### config.mk
export PLATFORM = sky130hd
export DESIGN_NAME = sonar_scheduler
export DESIGN_NICKNAME = d
export VERILOG_FILES = /design/src/rtl/sonar_scheduler.sv
export SDC_FILE = /design/constraint.sdc
export NUM_CORES = 1
export LEC_CHECK = 0
export BUFFER_PORTS_ARGS = -buffer_cell sky130_fd_sc_hd__buf_4
export CAP_MARGIN = 30
export CORE_ASPECT_RATIO = 1.75
export CORE_MARGIN = 2
export CORE_UTILIZATION = 45
export CTS_CLUSTER_SIZE = 24
export DETAILED_ROUTE_END_ITERATION = 12
export GPL_TIMING_DRIVEN = 0
export HOLD_SLACK_MARGIN = 0.15
export SETUP_SLACK_MARGIN = 0.05
export SKIP_LAST_GASP = 1
export SLEW_MARGIN = 20
export SYNTH_ARGS = -nofsm -noshare
export SYNTH_HDL_FRONTEND = slang
export SYNTH_SLANG_ARGS = --single-unit
export TNS_END_PERCENT = 30
### constraint.sdc
create_clock -name clk -period 6.4 [get_ports clk]
set_clock_uncertainty 0.15 [all_clocks]
set_input_delay 1.28 -clock clk [delete_from_list [all_inputs] [get_ports clk]]
set_output_delay 1.28 -clock clk [all_outputs]
set_load 0.005 [all_outputs]
### src/rtl/sonar_scheduler.sv
// sonar_scheduler: round-robin sequencer that arms, polls and reads up to four
// sonar peripherals over a shared register bus, exposing results to the CPU.
module sonar_scheduler #(
  parameter int          NUM_SONARS     = 4,
  parameter logic [7:0]  SONAR_BASE     = 8'h00,
  parameter logic [7:0]  HOST_ADDRESS   = 8'h00,
  parameter logic [15:0] GAP_CYCLES     = 16'd16000,
  parameter logic [23:0] TIMEOUT_CYCLES = 24'd1_200_000
) (
  input  logic       clk,
  input  logic       rst_n,
  input  logic [7:0] din,
  input  logic [7:0] address,
  input  logic       w_en,
  input  logic       r_en,
  output logic [7:0] dout,
  output logic [7:0] s_address,
  output logic [7:0] s_din,
  output logic       s_w_en,
  output logic       s_r_en,
  input  logic [7:0] s_dout,
  output logic [2:0] state_dbg
);

  typedef enum logic [2:0] {
    S_IDLE, S_ARM, S_POLL_REQ, S_POLL_CHK, S_READ_REQ, S_READ_CAP, S_GAP, S_NEXT
  } state_t;

  localparam logic [1:0] LAST_IDX = 2'(NUM_SONARS - 1);

  state_t      state, state_nx;
  logic [1:0]  idx, idx_nx;
  logic        enable, sweep_req;
  logic [23:0] to_cnt;
  logic [15:0] gap_cnt;
  logic [7:0]  range_q [4];
  logic [3:0]  valid, error;
  logic [7:0]  off, ctrl_addr, rd_data;
  logic        ctrl_wr, enable_eff, timed_out, gap_done, tmo_hit, wrap_stop;
  logic        unused_din;

  assign off        = address - HOST_ADDRESS;
  assign ctrl_wr    = w_en && (off == 8'd0);
  // A CTRL write landing on the wrap cycle decides whether the sweep continues.
  assign enable_eff = ctrl_wr ? din[0] : enable;
  assign ctrl_addr  = SONAR_BASE + {5'b0, idx, 1'b0};
  assign timed_out  = (to_cnt >= TIMEOUT_CYCLES);
  assign gap_done   = ({1'b0, gap_cnt} + 17'd1) >= {1'b0, GAP_CYCLES};
  assign tmo_hit    = (state == S_POLL_CHK) && s_dout[0] && timed_out;
  assign wrap_stop  = (state == S_NEXT) && (idx == LAST_IDX) && !enable_eff;
  assign state_dbg  = state;
  assign unused_din = ^din[7:2];

  always_comb begin
    state_nx = state;
    idx_nx   = idx;
    case (state)
      S_IDLE:     if (enable || sweep_req) begin
                    state_nx = S_ARM;
                    idx_nx   = 2'd0;
                  end
      S_ARM:      state_nx = S_POLL_REQ;
      S_POLL_REQ: state_nx = S_POLL_CHK;
      S_POLL_CHK: if (!s_dout[0])    state_nx = S_READ_REQ;
                  else if (timed_out) state_nx = S_GAP;
                  else               state_nx = S_POLL_REQ;
      S_READ_REQ: state_nx = S_READ_CAP;
      S_READ_CAP: state_nx = S_GAP;
      S_GAP:      if (gap_done) state_nx = S_NEXT;
      S_NEXT:     if (idx == LAST_IDX) begin
                    idx_nx   = 2'd0;
                    state_nx = enable_eff ? S_ARM : S_IDLE;
                  end else begin
                    idx_nx   = idx + 2'd1;
                    state_nx = S_ARM;
                  end
      default:    state_nx = S_IDLE;
    endcase
  end

  // Sonar bus: single-cycle strobes, never both high; read data is sampled the
  // cycle after s_r_en. Address and data are zero outside strobe cycles.
  always_comb begin
    s_w_en    = (state == S_ARM);
    s_r_en    = (state == S_POLL_REQ) || (state == S_READ_REQ);
    s_din     = (state == S_ARM) ? 8'h01 : 8'h00;
    s_address = 8'h00;
    if (state == S_ARM || state == S_POLL_REQ) s_address = ctrl_addr;
    else if (state == S_READ_REQ)              s_address = ctrl_addr + 8'd1;
  end

  always_comb begin
    rd_data = 8'h00;
    if (off == 8'd0) rd_data = {state != S_IDLE, 6'b0, enable};
    if (off == 8'd1) rd_data = {error, valid};
    for (int i = 0; i < 4; i++)
      if (i < NUM_SONARS && off == 8'(2 + i)) rd_data = range_q[i];
  end

  always_ff @(posedge clk or negedge rst_n) begin
    if (!rst_n) begin
      state   <= S_IDLE;
      idx     <= 2'd0;
      to_cnt  <= 24'd0;
      gap_cnt <= 16'd0;
    end else begin
      state <= state_nx;
      idx   <= idx_nx;
      if (state == S_ARM)
        to_cnt <= 24'd0;
      else if ((state == S_POLL_REQ || state == S_POLL_CHK) && to_cnt < TIMEOUT_CYCLES)
        to_cnt <= to_cnt + 24'd1;
      gap_cnt <= (state == S_GAP) ? gap_cnt + 16'd1 : 16'd0;
    end
  end

  always_ff @(posedge clk or negedge rst_n) begin
    if (!rst_n) begin
      enable    <= 1'b0;
      sweep_req <= 1'b0;
      valid     <= 4'd0;
      error     <= 4'd0;
      dout      <= 8'h00;
      for (int i = 0; i < 4; i++) range_q[i] <= 8'h00;
    end else begin
      if (ctrl_wr) enable <= din[0];
      if (ctrl_wr && din[1]) sweep_req <= 1'b1;
      else if (wrap_stop)    sweep_req <= 1'b0;
      if (r_en) dout <= rd_data;
      // Capture or timeout of the active sonar overrides a same-cycle read-clear.
      for (int i = 0; i < 4; i++) begin
        if (i < NUM_SONARS) begin
          if (idx == 2'(i) && state == S_READ_CAP) begin
            range_q[i] <= s_dout;
            valid[i]   <= 1'b1;
            error[i]   <= 1'b0;
          end else if (idx == 2'(i) && tmo_hit) begin
            range_q[i] <= 8'hFF;
            error[i]   <= 1'b1;
          end else if (r_en && off == 8'(2 + i)) begin
            valid[i] <= 1'b0;
            error[i] <= 1'b0;
          end
        end
      end
    end
  end

endmodule
# After elaboration in Yosys (flattened, before gate mapping)

Index checks and enable logic that the tools add are counted.

Flip-flop bits (word level): 95
Input port bits: 28
Output and inout bits: 29
Word-level logic and storage cells: 150

Add/sub/neg operators: 5
Magnitude comparators: 3
Equality and inequality tests: 21
Muxes and demuxes: 53
Reduce and logical (&&, ||, !) cells: 49

Operator list:

| cell                                                                                  | number |
|---|---|
| 8-bit 2-to-1 mux                                                                      | 14 |
| 24-bit 2-to-1 mux                                                                     | 2 |
| 1-bit 2-to-1 mux                                                                      | 26 |
| 24-bit by 1-bit adder with 24-bit output, second input constant                       | 1 |
| 24-bit by 21-bit greater-or-equal comparator with 1-bit output, second input constant | 1 |
| 24-bit by 21-bit less-than comparator with 1-bit output, second input constant        | 1 |
| 3-bit case mux with 8 select lines                                                    | 1 |
| 2-bit nonzero test                                                                    | 11 |
| 1-bit logical AND                                                                     | 19 |
| 16-bit by 1-bit adder with 17-bit output, second input constant                       | 1 |
| 17-bit by 14-bit greater-or-equal comparator with 1-bit output, second input constant | 1 |
| 16-bit by 1-bit adder with 16-bit output, second input constant                       | 1 |
| 8-bit by 2-bit == test with 1-bit output, second input constant                       | 2 |
| 8-bit by 3-bit == test with 1-bit output, second input constant                       | 2 |
| 16-bit 2-to-1 mux                                                                     | 1 |
| 3-bit nonzero test                                                                    | 5 |
| 3-bit == test, second input constant                                                  | 4 |
| 3-bit 2-to-1 mux                                                                      | 4 |
| 2-bit != test, second input constant                                                  | 6 |
| 2-bit AND reduction                                                                   | 6 |
| 8-bit by 1-bit == test with 1-bit output, second input constant                       | 1 |
| 8-bit zero test                                                                       | 1 |
| 4-bit 2-to-1 mux                                                                      | 2 |
| 3-bit by 2-bit == test with 1-bit output, second input constant                       | 2 |
| 11 further kinds                                                                      | 16 |

# Longest topological paths before layout

Word-level depth: 7
Mapped depth: 8
Gate-level depth less buffers: 7

# Worst setup path after synthesis

No wires, ideal clock.

Path type: input to register
From: in address[5]
To: reg state[0] (netlist: state_dbg[0])
Library setup time: 0.140 ns
Arrival time: 3.004 ns
Data required time: 6.110 ns
Path slack: 3.106 ns
Cell stages on the path: 6
Path buffers: 0
Cell sequence: or4_1 nor4_2 mux2_2 or2_2 a31oi_1 a41oi_2

Longest elaborated chain between the ends: 6

RTL lines:

| what                               | line | RTL |
|---|---|---|
| from (decl)                        | 13   | `input logic [7:0] address,` |
| 8-bit zero test                    | 43   | `assign ctrl_wr = w_en && (off == 8'd0);` |
| 1-bit logical AND                  | 43   |  |
| 1-bit 2-to-1 mux                   | n/a  |  |
| net enable_eff                     | 39   | `logic ctrl_wr, enable_eff, timed_out, gap_done, tmo_hit, wrap_stop;` |
| 1-bit 2-to-1 mux                   | 72   | `state_nx = enable_eff ? S_ARM : S_IDLE;` |
| 1-bit 2-to-1 mux                   | 70   | `S_NEXT: if (idx == LAST_IDX) begin` |
| 3-bit case mux with 8 select lines | 57   | `case (state)` |
| to (signal assigned)               | 107  | `state <= state_nx;` |
| to (decl)                          | 31   | `state_t state, state_nx;` |

The timed path passes the listed nets, and every way through them passes these cells.
A chain may end at the register's enable or synchronous reset.

# Worst setup path in the final report

From: reg state[1] (netlist: state_dbg[1])
To: out s_din[0]

Longest elaborated chain between the ends: 2

RTL lines:

| what                                     | line | RTL |
|---|---|---|
| 3-bit by 1-bit == test with 1-bit output | 86   | `s_din = (state == S_ARM) ? 8'h01 : 8'h00;` |
| 1-bit 2-to-1 mux                         | 86   |  |
| to (decl)                                | 18   | `output logic [7:0] s_din,` |

Every way passes these cells.

==> metrics <==
final clock period utilization by the worst path 0.634; Routed Antenna Nets 0; number of buffers added for setup after CTS 0; Final min period 4.06 ns; multi-input gate area in the final layout 2420 sq um; PwrDens 215 nW/um^2; DRT iter0 DRCs 188; drt via density 5.57; fraction of registers with async set/reset 1.00; fmax 0.246 GHz; Register Area 2380 sq um; DRC viols 0; fin area 5850 sq um; Die Footprint 12,000 sq um; Internal 981 uW; Synth Warn # 0; Final Slew Violations 0; via count 4,175; WP data required 4.97 ns; number of buffers added on ports 38; endpoints failing hold 0; final setup vio count 0; Max-Cap Viols 0; synth top area cells dfrtp_1 (47%), nand2_1 (7.7%), nand3_1 (4.2%), a21oi_1 (3.1%), nor2_1 (3.1%); clock root cell clkbuf_16; worst min-delay path class register to register; startpoint types register; fraction of layout cells with a size suffix above 1 0.157; Die W 83.8 um; Initial Util 0.457; Sw Pwr 275 uW; post_cts resized 0; row count 51; post-synthesis sequential area ratio 0.474; CP arrival 2.63 ns; main flop type after synthesis dfrtp_1; height of the die 144 um; RSZ-0062 raised after global routing no; TritonCTS clock tree built; Combinational Power Share 0.053; Setup Total Neg Slack 0 ns; Fill cells 1,016; first-pass GRT wire length 21,000 um; post-DP HPWL 9270 um; initial antenna violation count 0; WL final 12,700 um; CTS buffer count 9; Syn Std Cell Area 5010 sq um; crit-path max FO 11; Sw Ratio 0.219; Cells after Synth 553; Leak 0.00260 uW; CTS H-Tree Depth 3; ant diodes 0; clock transition at the registers of the reported paths 0.06 ns; DRT Pass-1 Iters 4; number of synthesized flops with an enable pin 0; Crit Path Class register to output port; GRT Total Usage 0.223; Core ar. 11,000 sq um; largest net degree at the start of global routing 96; Clock Power Share 0.460; wire per inst 17.0 um; Worst-Margin Slew 0.658 ns; Slew Limit Headroom 0.559; Crit. End Element output port; vias in the first global route 4,175; status finished clean; Flop pwr share 0.487; clk_lat worst skew 0.34 ns; placed cell area 5510 sq um; clk buf depth 2; layout net count 649; hold_buf cts 0; unique cell type count in the Yosys netlist 60; Area Growth Syn to Fin 16.8%; post-synthesis register bit count 95; IO Count 57; VDD IR-drop max 0.000135 V; Placer Congestion 0.828; post-synth top area cell dfrtp_1; Synth top area share 0.474; Avg Inst Size Synth 9.06 sq um; GRT overflow 0; clk sinks 95
## registers in the layout (all words and copies together), names as in the netlist
register   count
state_dbg      3
sweep_req      1
error          4
enable         1
valid          4
range_q       32
dout           8
idx            2
gap_cnt       16
to_cnt        24
## Yosys cell counts, drive strengths merged, types with 2 or more instances
cell	count
a21o	2
mux2i	3
nand4b	2
nand3	42
o31ai	6
ha	7
o21ai	23
nand4	11
and4	3
and3	9
nor2	42
xor2	5
nor3	8
a21boi	3
nand2	105
o211ai	8
a221o	6
o21a	2
mux4	2
inv	14
nor4b	2
a22o	6
a21oi	31
and2	12
buf	17
clkbuf	22
nor2b	2
xnor2	9
nand2b	3
a22oi	2
dfrtp	95
mux2	8
or2	4
or4	7
or3	14
nor3b	2
nor4	3
## placed cells by master, fill, tap and decap left out, drive strengths merged, types with 7 or more instances in the layout
cell type and instances:
and3 9, mux2 8, buf 56, inv 15, o21ai 23, dfrtp 95
nand4 11, nand3 42, and2 12, or4 7, nor2 42, a21oi 31
nor3 8, o211ai 8, ha 7, nand2 105, clkbuf 31, or3 14
conb 12, xnor2 9
## logic make-up after synthesis
kind of cell / after synthesis / synth area share
DFF: 95 / 0.474
other: 1 / 0.000748
and+or+nand+nor: 275 / 0.278
muxes: 13 / 0.0330
AOI/OAI and AO/OA: 95 / 0.122
xor gates and xnor gates: 14 / 0.0245
buffers and inverters: 53 / 0.0509
adders and majority gates: 7 / 0.0175
## power groups by stage
stage                     Clock, uW  Combinational [uW]  Sequential (uW)
final                           577                66.2              612
after detailed placement          0                65.0              624
after floorplan                   0                25.5              623
after global routing            617                73.5              613
after global placement            0                64.2              623
after CTS                       593                65.2              612
## through the flow
step	std cells	setup slack, ns	hold slack (ns)	utilization	total power (uW)
2_1_floorplan	564	3.11	0.294	-	648
3_3_place_gp	734	2.67	0.312	0.501	687
3_5_place_dp	734	2.67	0.318	0.502	689
4_1_cts	749	2.30	0.336	0.531	1270
5_1_grt	750	2.00	0.352	0.533	1300
6_report	750	2.34	0.331	0.533	1260
## path summary, 6_finish.rpt
kind	slack [ns]	to	from	cells after the start
hold reg to reg	0.33	to_cnt[21]$_DFFE_PN0P_	to_cnt[21]$_DFFE_PN0P_	1
setup / recovery	2.34	s_din[0]	state_dbg[1]$_DFFE_PN0P_	8
min in group asynchronous	0.66	range_q[21]$_DFFE_PN0P_	rst_n	1
setup reg to reg	3.69	to_cnt[3]$_DFFE_PN0P_	to_cnt[12]$_DFFE_PN0P_	7
hold / removal	0.33	to_cnt[21]$_DFFE_PN0P_	to_cnt[21]$_DFFE_PN0P_	1
max in group asynchronous	4.81	to_cnt[18]$_DFFE_PN0P_	rst_n	2
## critical path, cell delays in order (launching register included)
cell and delay (ns):
dfrtp_1 0.39, clkbuf_1 0.20, nor2_1 0.17, nand2_1 0.24, inv_1 0.14, clkbuf_1 0.38, clkbuf_1 0.47, buf_4 0.20
buf_4 0.10
## cell type report
class | instances | share of cell area
buffer | 39 | 0.0346
clock buffer | 9 | 0.0385
clock inverter | 6 | 0.0160
inverter | 14 | 0.00898
multi-input combinational | 416 | 0.414
sequential | 95 | 0.406
tap | 132 | 0.0282
timing repair buffer | 39 | 0.0541
## metal layers
| metal | share of wire | track usage |
|---|---|---|
| met4 | 0.033 | 0.100 |
| met1 | 0.40 | 0.258 |
| met5 | 0 | 0 |
| met3 | 0.025 | 0.0241 |
| met2 | 0.54 | 0.411 |
Power figures use the tool's default switching activity.
